## src/rtl/alu_ctrl_pkg.sv

```systemverilog
// rtl/alu_ctrl_pkg.sv - shared codes, funct values and sequencer states for alu_control_md
package alu_ctrl_pkg;

   localparam logic [3:0] ALU_AND  = 4'b0000;
   localparam logic [3:0] ALU_OR   = 4'b0001;
   localparam logic [3:0] ALU_ADD  = 4'b0010;
   localparam logic [3:0] ALU_XOR  = 4'b0011;
   localparam logic [3:0] ALU_SUB  = 4'b0110;
   localparam logic [3:0] ALU_SLT  = 4'b0111;
   localparam logic [3:0] ALU_SLTU = 4'b1000;
   localparam logic [3:0] ALU_NOR  = 4'b1100;

   localparam logic [2:0] OP_ADD   = 3'b000;
   localparam logic [2:0] OP_SUB   = 3'b001;
   localparam logic [2:0] OP_AND   = 3'b010;
   localparam logic [2:0] OP_OR    = 3'b011;
   localparam logic [2:0] OP_SLT   = 3'b100;
   localparam logic [2:0] OP_XOR   = 3'b101;
   localparam logic [2:0] OP_ADDI  = 3'b110;
   localparam logic [2:0] OP_RTYPE = 3'b111;

   localparam logic [5:0] FN_MFHI  = 6'h10;
   localparam logic [5:0] FN_MFLO  = 6'h12;
   localparam logic [5:0] FN_MULT  = 6'h18;
   localparam logic [5:0] FN_MULTU = 6'h19;
   localparam logic [5:0] FN_DIV   = 6'h1A;
   localparam logic [5:0] FN_DIVU  = 6'h1B;
   localparam logic [5:0] FN_ADD   = 6'h20;
   localparam logic [5:0] FN_ADDU  = 6'h21;
   localparam logic [5:0] FN_SUB   = 6'h22;
   localparam logic [5:0] FN_SUBU  = 6'h23;
   localparam logic [5:0] FN_AND   = 6'h24;
   localparam logic [5:0] FN_OR    = 6'h25;
   localparam logic [5:0] FN_XOR   = 6'h26;
   localparam logic [5:0] FN_NOR   = 6'h27;
   localparam logic [5:0] FN_SLT   = 6'h2A;
   localparam logic [5:0] FN_SLTU  = 6'h2B;

   localparam logic [1:0] HS_ALU = 2'b00;
   localparam logic [1:0] HS_HI  = 2'b01;
   localparam logic [1:0] HS_LO  = 2'b10;

   typedef enum logic [1:0] {S_IDLE, S_MUL, S_DIV, S_FIX} md_state_e;

   // MULT/MULTU/DIV/DIVU occupy 0x18..0x1B: bit1 selects divide, bit0 selects unsigned.
   function automatic logic is_md_funct(input logic [5:0] f);
      return f[5:2] == 4'b0110;
   endfunction

endpackage

```

## src/rtl/md_seq.sv

```systemverilog
// rtl/md_seq.sv - iterative shift-add multiplier / restoring divider with HI/LO registers
module md_seq
   import alu_ctrl_pkg::*;
#(
   parameter int DATA_W = 32
) (
   input  logic              clk,
   input  logic              rst_n,
   input  logic              i_start,
   input  logic              i_is_div,
   input  logic              i_is_signed,
   input  logic [DATA_W-1:0] i_op_a,
   input  logic [DATA_W-1:0] i_op_b,
   output logic              o_busy,
   output logic              o_md_done,
   output logic [DATA_W-1:0] o_hi,
   output logic [DATA_W-1:0] o_lo
);

   localparam int CNT_W = $clog2(DATA_W);

   md_state_e r_state, w_next;
   logic [2*DATA_W-1:0] r_acc;
   logic [DATA_W-1:0]   r_a, r_b, r_hi, r_lo;
   logic [CNT_W-1:0]    r_cnt;
   logic                r_is_div, r_neg_res, r_neg_rem, r_dz, r_done;

   logic              w_a_neg, w_b_neg, w_dz, w_last, w_ge;
   logic [DATA_W-1:0] w_mag_a, w_mag_b, w_quot, w_rem;
   logic [DATA_W:0]   w_mul_sum, w_shift, w_diff;
   logic [2*DATA_W-1:0] w_prod;

   assign w_a_neg = i_is_signed & i_op_a[DATA_W-1];
   assign w_b_neg = i_is_signed & i_op_b[DATA_W-1];
   assign w_mag_a = w_a_neg ? -i_op_a : i_op_a;
   assign w_mag_b = w_b_neg ? -i_op_b : i_op_b;
   assign w_dz    = i_is_div & (i_op_b == '0);
   assign w_last  = (r_cnt == CNT_W'(DATA_W - 1));

   // Multiply: r_a is the multiplier shifted right, r_b the multiplicand.
   // Divide: r_a shifts dividend bits out and quotient bits in; r_acc low half is the remainder.
   assign w_mul_sum = {1'b0, r_acc[2*DATA_W-1:DATA_W]} + (r_a[0] ? {1'b0, r_b} : '0);
   assign w_shift   = {r_acc[DATA_W-1:0], r_a[DATA_W-1]};
   assign w_diff    = w_shift - {1'b0, r_b};
   assign w_ge      = ~w_diff[DATA_W];

   assign w_prod = r_neg_res ? -r_acc : r_acc;
   assign w_quot = r_neg_res ? -r_a : r_a;
   assign w_rem  = r_neg_rem ? -r_acc[DATA_W-1:0] : r_acc[DATA_W-1:0];

   always_ff @(posedge clk or negedge rst_n) begin
      if (!rst_n) r_state <= S_IDLE;
      else        r_state <= w_next;
   end

   always_comb begin
      w_next = r_state;
      case (r_state)
         S_IDLE: if (i_start) w_next = w_dz ? S_FIX : (i_is_div ? S_DIV : S_MUL);
         S_MUL:  if (w_last) w_next = S_FIX;
         S_DIV:  if (w_last) w_next = S_FIX;
         S_FIX:  w_next = S_IDLE;
         default: w_next = S_IDLE;
      endcase
   end

   always_ff @(posedge clk or negedge rst_n) begin
      if (!rst_n) begin
         r_acc     <= '0;
         r_a       <= '0;
         r_b       <= '0;
         r_cnt     <= '0;
         r_is_div  <= 1'b0;
         r_neg_res <= 1'b0;
         r_neg_rem <= 1'b0;
         r_dz      <= 1'b0;
         r_hi      <= '0;
         r_lo      <= '0;
         r_done    <= 1'b0;
      end else begin
         r_done <= (r_state == S_FIX);
         case (r_state)
            S_IDLE: if (i_start) begin
               r_is_div  <= i_is_div;
               r_neg_res <= w_a_neg ^ w_b_neg;
               r_neg_rem <= w_a_neg;
               r_dz      <= w_dz;
               r_cnt     <= '0;
               // On divide-by-zero the raw dividend is parked here for HI.
               r_acc     <= w_dz ? {{DATA_W{1'b0}}, i_op_a} : '0;
               r_a       <= i_is_div ? w_mag_a : w_mag_b;
               r_b       <= i_is_div ? w_mag_b : w_mag_a;
            end
            S_MUL: begin
               r_acc <= {w_mul_sum, r_acc[DATA_W-1:1]};
               r_a   <= r_a >> 1;
               r_cnt <= r_cnt + 1'b1;
            end
            S_DIV: begin
               r_acc[DATA_W-1:0] <= w_ge ? w_diff[DATA_W-1:0] : w_shift[DATA_W-1:0];
               r_a   <= {r_a[DATA_W-2:0], w_ge};
               r_cnt <= r_cnt + 1'b1;
            end
            S_FIX: begin
               if (r_dz) begin
                  r_hi <= r_acc[DATA_W-1:0];
                  r_lo <= '1;
               end else if (r_is_div) begin
                  r_hi <= w_rem;
                  r_lo <= w_quot;
               end else begin
                  r_hi <= w_prod[2*DATA_W-1:DATA_W];
                  r_lo <= w_prod[DATA_W-1:0];
               end
            end
            default: ;
         endcase
      end
   end

   assign o_busy    = (r_state != S_IDLE);
   assign o_md_done = r_done;
   assign o_hi      = r_hi;
   assign o_lo      = r_lo;

endmodule

```

## src/rtl/alu_control_md.sv

```systemverilog
// rtl/alu_control_md.sv - ALU control decode with multiply/divide sequencer and stall interlock
module alu_control_md
   import alu_ctrl_pkg::*;
#(
   parameter int DATA_W = 32,
   parameter int CTRL_W = 4
) (
   input  logic              clk,
   input  logic              rst_n,
   input  logic              valid_in,
   input  logic [2:0]        ALUop,
   input  logic [5:0]        function_code,
   input  logic [DATA_W-1:0] op_a,
   input  logic [DATA_W-1:0] op_b,
   output logic [CTRL_W-1:0] alu_ctr,
   output logic              illegal,
   output logic [1:0]        hilo_sel,
   output logic              stall,
   output logic              md_done,
   output logic [DATA_W-1:0] hi,
   output logic [DATA_W-1:0] lo
);

   logic [3:0] w_code;
   logic       w_illegal, w_rtype, w_md_op, w_busy, w_accept;
   logic [1:0] w_hilo;

   assign w_rtype = (ALUop == OP_RTYPE);

   always_comb begin
      w_code    = ALU_ADD;
      w_illegal = 1'b0;
      w_hilo    = HS_ALU;
      case (ALUop)
         OP_ADD:  w_code = ALU_ADD;
         OP_SUB:  w_code = ALU_SUB;
         OP_AND:  w_code = ALU_AND;
         OP_OR:   w_code = ALU_OR;
         OP_SLT:  w_code = ALU_SLT;
         OP_XOR:  w_code = ALU_XOR;
         OP_ADDI: w_code = ALU_ADD;
         OP_RTYPE: begin
            case (function_code)
               FN_ADD, FN_ADDU: w_code = ALU_ADD;
               FN_SUB, FN_SUBU: w_code = ALU_SUB;
               FN_AND:  w_code = ALU_AND;
               FN_OR:   w_code = ALU_OR;
               FN_XOR:  w_code = ALU_XOR;
               FN_NOR:  w_code = ALU_NOR;
               FN_SLT:  w_code = ALU_SLT;
               FN_SLTU: w_code = ALU_SLTU;
               FN_MFHI: w_hilo = HS_HI;
               FN_MFLO: w_hilo = HS_LO;
               FN_MULT, FN_MULTU, FN_DIV, FN_DIVU: w_code = ALU_ADD;
               default: w_illegal = valid_in;
            endcase
         end
         default: w_code = ALU_ADD;
      endcase
   end

   assign w_md_op  = w_rtype & is_md_funct(function_code);
   assign w_accept = valid_in & w_md_op & ~w_busy;

   md_seq #(.DATA_W(DATA_W)) u_md_seq (
      .clk         (clk),
      .rst_n       (rst_n),
      .i_start     (w_accept),
      .i_is_div    (function_code[1]),
      .i_is_signed (~function_code[0]),
      .i_op_a      (op_a),
      .i_op_b      (op_b),
      .o_busy      (w_busy),
      .o_md_done   (md_done),
      .o_hi        (hi),
      .o_lo        (lo)
   );

   // Busy alone holds the issuing stage, which also covers HI/LO reads and md ops issued while busy.
   assign stall    = w_accept | w_busy;
   assign alu_ctr  = CTRL_W'(w_code);
   assign illegal  = w_illegal;
   assign hilo_sel = w_hilo;

endmodule

```

## config.mk

```make
export PLATFORM = sky130hd
export DESIGN_NAME = alu_control_md
export DESIGN_NICKNAME = d
export VERILOG_FILES = /design/src/rtl/alu_ctrl_pkg.sv /design/src/rtl/md_seq.sv /design/src/rtl/alu_control_md.sv
export SDC_FILE = /design/constraint.sdc
export NUM_CORES = 1
export LEC_CHECK = 0
export BUFFER_PORTS_ARGS = -buffer_cell sky130_fd_sc_hd__buf_2
export CORE_MARGIN = 2
export CORE_UTILIZATION = 50
export DETAILED_ROUTE_END_ITERATION = 8
export PLACE_DENSITY = 0.74
export SLEW_MARGIN = 40
export SYNTH_ARGS = -nofsm -noshare
export SYNTH_HDL_FRONTEND = slang
export SYNTH_SLANG_ARGS = --single-unit
```

## constraint.sdc

```tcl
create_clock -name clk -period 3.85 [get_ports clk]
set_input_delay 0.5775 -clock clk [delete_from_list [all_inputs] [get_ports clk]]
set_output_delay 0.5775 -clock clk [all_outputs]
set_load 0.005 [all_outputs]
```

==> results of run 1 <==
==> cell type report <==
type,instances,area [sq um],share of cell area (%)
multi-input combinational,1987,12490,59.68
sequential,204,5110,24.42
timing repair buffer,247,1565,7.481
clock buffer,39,739.5,3.534
tap,468,585.6,2.799
inverter,86,322.8,1.543
clock inverter,9,112.6,0.5382
==> through the flow <==
stage	util, %	worst slack [ns]
after floorplan	-	0.6141
after global placement	54.57	0.1530
after detailed placement	54.57	0.1576
after CTS	56.90	0.1568
after global routing	57.15	0.005276
final	57.15	0.05866
==> synthesized netlist by cell type (all sizes together), types with 31 or more instances <==
| master | instances | share of area [%] |
|---|---|---|
| o21ai | 223 | 6.0 |
| nand2 | 273 | 5.5 |
| a21oi | 291 | 7.8 |
| nor2 | 230 | 4.6 |
| inv | 83 | 1.7 |
| nor3 | 40 | 1.1 |
| or3 | 38 | 1.3 |
| mux2i | 31 | 1.7 |
| a21o | 36 | 1.5 |
| dfrtp | 204 | 27 |
| clkbuf | 156 | 3.1 |
| nand3 | 43 | 1.2 |
| a31oi | 34 | 1.1 |
| o31ai | 33 | 1.4 |
| ha | 75 | 5.0 |
| xor2 | 89 | 4.2 |
| xnor2 | 103 | 4.8 |
| buf | 35 | 0.90 |
==> registers in the layout, indices dropped and copies added, names as in the netlist, 2 cells and up <==
signal	cells
u_md_seq.o_hi	32
u_md_seq.r_a	32
u_md_seq.o_lo	32
u_md_seq.r_state	2
u_md_seq.r_b	32
u_md_seq.r_acc	64
u_md_seq.r_cnt	5
==> cells by family after synthesis <==
kind of cell / after synthesis / synth area share (%)
AO/OA/AOI/OAI: 898 / 30.62
multiplexers: 41 / 2.332
adder cells (fa/ha/maj): 77 / 5.256
XOR/XNOR: 192 / 9.034
AND/OR/NAND/NOR: 779 / 19.56
buffers and inverters: 277 / 5.780
flip-flops: 204 / 27.42
==> repair_timing <==
action,4_1_cts,5_1_grt
endpoints found under the setup margin,0,5
resized for setup,0,3
hold buffers,0,1
endpoints found under the hold margin,0,19
==> worst min path at each step <==
stage | cells after the start | end
global placement | 1 | u_md_seq.o_hi[29]
global route | 3 | u_md_seq.r_acc[25]
finish | 3 | u_md_seq.r_acc[25]
detailed placement | 2 | u_md_seq.r_b[28]
CTS | 1 | u_md_seq.o_hi[19]
floorplan | 0 | u_md_seq.o_hi[0]
==> critical path, delay by kind of cell (launching register included) <==
kind | cells | cell delay [ns]
compound gates | 1 | 0.12
mux | 2 | 0.53
simple gates | 5 | 2.58
flops | 1 | 0.45
==> report_power, final <==
group	total (uW)	switching (uW)	internal, uW
combinational	11700	7270	4380
clock	2510	1040	1460
sequential	4280	1230	3040
==> layer usage <==
layer	share of wire (%)	vias up	routed length, um
met5	0	-	0
li1	-	9130	-
met3	9.8	204	7383
met4	5.6	0	4221
met1	42	9683	31790
met2	42	1185	31710
==> run_results.csv, run 1 <==
group,metric,value,unit
layout,stdcell_area,0.02092,sq mm
logic_synthesis,synthesis.nets,2621,
detailed_routing,num_vias,20200,
global_routing,grtUsageMet1,53.23,%
setup_path,arrival,4.25,ns
layout,instances_no_fill,3040,
min_path,hold_class,"primary input to register",
setup_path,max_stage_delay,0.67,ns
timing,fin_crit_sh,98.48,%
min_path,hold_start,"op_a[25]",
logic_synthesis,synthArstFlopShare,100.0,%
global_routing,grt_pass1_vias,18390,
logic_synthesis,synthesis.area,0.01862,sq mm
layout,mostFrequentLayoutCells,"291 x a21oi_1, 273 x nand2_1, 229 x nor2_1",
floorplan,num_rows,70,
timing,finalMaxSlewViolations,0,
layout,mostFrequentLayoutCell,"a21oi_1",
power,power_density,881.1,mW/mm^2
timing,slew_headroom,46.11,%
cts,h-tree-depth,1,
setup_path,r2r_setup_slack,0.06,ns
timing,skew,0.03344,ns
placed_design,port_buffers,148,
layout,fill_cells,3410,
placed_design,post-place-cells,2989,
cts,cts_setup_buffers,0,
detailed_routing,first_iter_violations,2428,
global_routing,grt_use_met2,57.15,%
setup_path,ff2ff_path_depth,8,
timing,rsz0062_at_grt,"false",
detailed_routing,wire_per_inst,24.71,um
logic_synthesis,synth_area_per_cell,7.543,sq um
setup_path,cp_common_cell,"nor4_1",
setup_path,cp-start-kind,"register",
global_routing,grt_busiest_layer,"met2",
setup_path,reg2reg_to,"u_md_seq.o_hi[17]",
floorplan,die_area,0.03879,sq mm
layout,antenna_cells,0,
setup_path,startpoint,"u_md_seq.r_acc[18]",
global_routing,grtUsageTotal,38.07,%
logic_synthesis,ys_warn_count,0,
power,vdd_drop_max,0.0005046,V
setup_path,path_cells,"nor4_1 -> nand4b_1 -> or4_1 -> or3_1 -> nor4_1 -> mux2i_1 -> a21oi_1 -> mux2_2",
global_routing,met3_usage,6.126,%
cts,cts_made_buffers,26,
floorplan,die_h,197.0,um
cts,clk_latency,0.58,ns
logic_synthesis,synthFlopType,"dfrtp_1",
timing,worstMarginPinSlew,0.8029,ns
power,power.leakage,0.008851,uW
cts,path_clk_slew,0.06,ns
layout,final_layout_size_suffix_gt1_share,12.91,%
placed_design,place.gp.congestion,1.032,
setup_path,cp_data_required_time,4.31,ns
global_routing,grt_pass1_wl,112300,um
detailed_routing,route.antenna.remaining_nets,0,
logic_synthesis,synth_edf_count,0,
logic_synthesis,syn_inst,2468,
timing,whs,0.4006,ns
setup_path,worstPathMaxFanout,8,
timing,setup_viol,0,
global_routing,antenna_found_initial,0,
layout,layout.nets,2705,
floorplan,start_util,50.85,%
timing,tns,0,ns
placed_design,dp_hpwl,58220,um
run,maxCapViolCount,0,
floorplan,dieWidth,197.0,um
floorplan,io_pins,149,
cts,clockBufferDepth,3,
setup_path,worstSetupEndpointType,"register",
setup_path,critPathSlowestCell,"nor4_1",
setup_path,r2r_start,"u_md_seq.r_acc[18]",
timing,finalHoldViolCount,0,
detailed_routing,post-route-drc-count,0,
timing,fin_crit,3.791,ns
run_status,status,"complete, no violations",
timing,fmaxAchievable,263.8,MHz
layout,syn2layout_area_growth,12.40,%
placed_design,place_area,0.01998,sq mm
detailed_routing,avgViaCountPerCell,6.645,
cts,clock_sinks,204,
floorplan,core-area,0.03661,sq mm
global_routing,overflow,0,
setup_path,path_class,"register to register",
logic_synthesis,ys_seq_elements,204,
detailed_routing,routed_wl,75110,um
cts,cts-root-buf,"clkbuf_16",
logic_synthesis,synth-seq-area-share,27.42,%
detailed_routing,drtPass1Iterations,6,
logic_synthesis,synth.distinct_cells,85,
global_routing,grt_max_degree,102,
setup_path,endpoint,"u_md_seq.o_hi[17]",
power,power.total,18440,uW
cts,cts_tree,"done",
No activity file was read; power rests on OpenSTA's default activity.
==> inputs of run 2 (changes only) <==
- MAX_ROUTING_LAYER: not set -> met4
==> run 2 against run 1 <==
  * Count of clock-buffer cells in the layout shrank 2
  * Routed wire length grew 0.21%
  * Global-route usage grew 1.3 points
  * Core utilization shrank 0.38 points
  * Non-clock buffer count shrank 10
  * Die area is the same
  * Clock power shrank 3%
  * Critical path type unchanged
  * Critical endpoint is now u_md_seq.r_acc[60]
  * Largest cell class unchanged
==> run_results.csv, run 2 (same netlist as run 1, synthesis figures left out) <==
group,metric,value,unit
run_status,status,"complete, no violations",
detailed_routing,drtPass1Iterations,7,
detailed_routing,post-route-drc-count,0,
global_routing,antenna_found_initial,0,
timing,slew_headroom,45.13,%
detailed_routing,routed_wl,75270,um
min_path,hold_class,"primary input to register",
timing,tns,0,ns
layout,syn2layout_area_growth,11.65,%
min_path,min_delay_worst_endpoint,"u_md_seq.r_acc[25]",
power,power.leakage,0.008775,uW
setup_path,arrival,4.09,ns
cts,clockBufferDepth,3,
cts,cts-root-buf,"clkbuf_16",
layout,largest_reg_flops,64,
placed_design,post-place-cells,2980,
global_routing,grtUsageTotal,39.41,%
floorplan,io_pins,149,
setup_path,worstSetupEndpointType,"register",
floorplan,die_area,0.03879,sq mm
cts,cts_setup_buffers,0,
cts,cts_made_buffers,26,
timing,rsz0062_at_grt,"false",
placed_design,place.gp.congestion,1.057,
detailed_routing,num_vias,20190,
layout,mostFrequentLayoutCells,"291 x a21oi_1, 273 x nand2_1, 229 x nor2_1",
timing,whs,0.3934,ns
floorplan,die_h,197.0,um
power,vdd_drop_max,0.0006488,V
floorplan,core-area,0.03661,sq mm
timing,finalMaxSlewViolations,0,
cts,clk_latency,0.58,ns
floorplan,num_rows,70,
min_path,holdPathStages,3,
cts,clock_sinks,204,
setup_path,path_class,"register to register",
cts,path_clk_slew,0.06,ns
min_path,hold_start,"op_a[25]",
setup_path,r2r_setup_slack,0.21,ns
setup_path,ff2ff_path_depth,11,
placed_design,dp_hpwl,58020,um
floorplan,dieWidth,197.0,um
setup_path,cp_data_required_time,4.30,ns
timing,setup_viol,0,
cts,cts_tree,"done",
placed_design,port_buffers,148,
setup_path,worstPathMaxFanout,9,
timing,fmaxAchievable,275.1,MHz
detailed_routing,first_iter_violations,2564,
global_routing,grt_pass1_wl,113300,um
timing,fin_crit_sh,94.43,%
global_routing,grt_pass1_vias,18370,
run,maxCapViolCount,0,
detailed_routing,route.antenna.remaining_nets,0,
layout,final_layout_size_suffix_gt1_share,12.47,%
cts,h-tree-depth,1,
global_routing,overflow,0,
timing,fin_crit,3.635,ns
layout,mostFrequentLayoutCell,"a21oi_1",
layout,stdcell_area,0.02078,sq mm
layout,layout.nets,2695,
timing,finalHoldViolCount,0,
placed_design,place_area,0.01991,sq mm
timing,skew,0.01523,ns
timing,worstMarginPinSlew,0.8174,ns
global_routing,grt_max_degree,104,
setup_path,reg2reg_to,"u_md_seq.r_acc[60]",
layout,regMostFlops,"u_md_seq.r_acc",
setup_path,cp-start-kind,"register",
setup_path,r2r_start,"u_md_seq.r_a[0]",
layout,instances_no_fill,3027,
detailed_routing,avgViaCountPerCell,6.669,
power,power_density,880.0,mW/mm^2
power,power.total,18290,uW
detailed_routing,wire_per_inst,24.86,um
floorplan,start_util,50.85,%
[run 2: cell count changes in the layout (fill, tap and decap cells not counted)]
cell       previous run  this run
nor3_2                1         0
clkinv_2              4         3
diode_2               0         1
buf_16                2         1
nor3_1               39        40
inv_6                 1         0
buf_4                93        84
clkinv_4              0         1
bufinv_16             2         1
clkbuf_1              9         7
[run 2: critical path, stage by stage, from the launching register on]
cell,delay (ns)
dfrtp_1,0.44
inv_1,0.32
nor2_1,0.10
ha_1,0.35
a2111oi_0,0.42
o21ai_0,0.27
a21oi_1,0.24
o21ai_0,0.21
a31oi_2,0.37
nor4_1,0.13
or4_1,0.41
a32o_1,0.25
[run 2: power by group]
group / internal (uW) / total [uW] / switching [uW]
Clock: 1380 / 2430 / 1050
Combinational: 4300 / 11500 / 7190
Sequential: 3040 / 4370 / 1330
Total: 8730 / 18300 / 9560
[run 2: stage by stage]
step	util [%]	setup slack [ns]
2_1_floorplan	-	0.6141
3_3_place_gp	54.39	0.3625
5_1_grt	56.76	0.01286
6_report	56.77	0.2145
4_1_cts	56.60	0.1742
3_5_place_dp	54.39	0.1845
[run 2: cell type report]
type	count	area [sq um]
fillers	3485	15830
multi-input cells	1987	12480
flip-flops and latches	204	5110
repair buffers	237	1470
clock buffers	37	732.0
well taps	468	585.6
inverters	86	322.8
clock inverters	7	77.57
diodes	1	2.502
[run 2: worst max path at each step]
stage | startpoint | to | slack (ns) | cells after the start
2_1_floorplan | u_md_seq.r_a[0] | u_md_seq.r_acc[60] | 0.61 | 12
3_3_place_gp | u_md_seq.r_a[0] | u_md_seq.r_acc[58] | 0.36 | 12
3_5_place_dp | u_md_seq.r_a[0] | u_md_seq.r_acc[60] | 0.18 | 11
4_1_cts | u_md_seq.r_a[0] | u_md_seq.r_acc[60] | 0.17 | 11
5_1_grt | u_md_seq.r_a[0] | u_md_seq.r_acc[60] | 0.01 | 11
6_report | u_md_seq.r_a[0] | u_md_seq.r_acc[60] | 0.21 | 11
[run 2: timing repair]
action | 4_1_cts | 5_1_grt
endpoints found under the hold margin | 0 | 38
resized for setup | 0 | 3
hold buffers | 0 | 1
setup endpoints to repair | 0 | 3
[run 2: metal layers]
metal  GRT usage, %  wire length (um)  vias to the layer above
li1               -                 -                     9143
met1          54.15             31750                     9637
met2          57.56             32040                     1200
met3          5.698              7498                      208
met4          17.71              3974                        0
met5              -                 0                        -
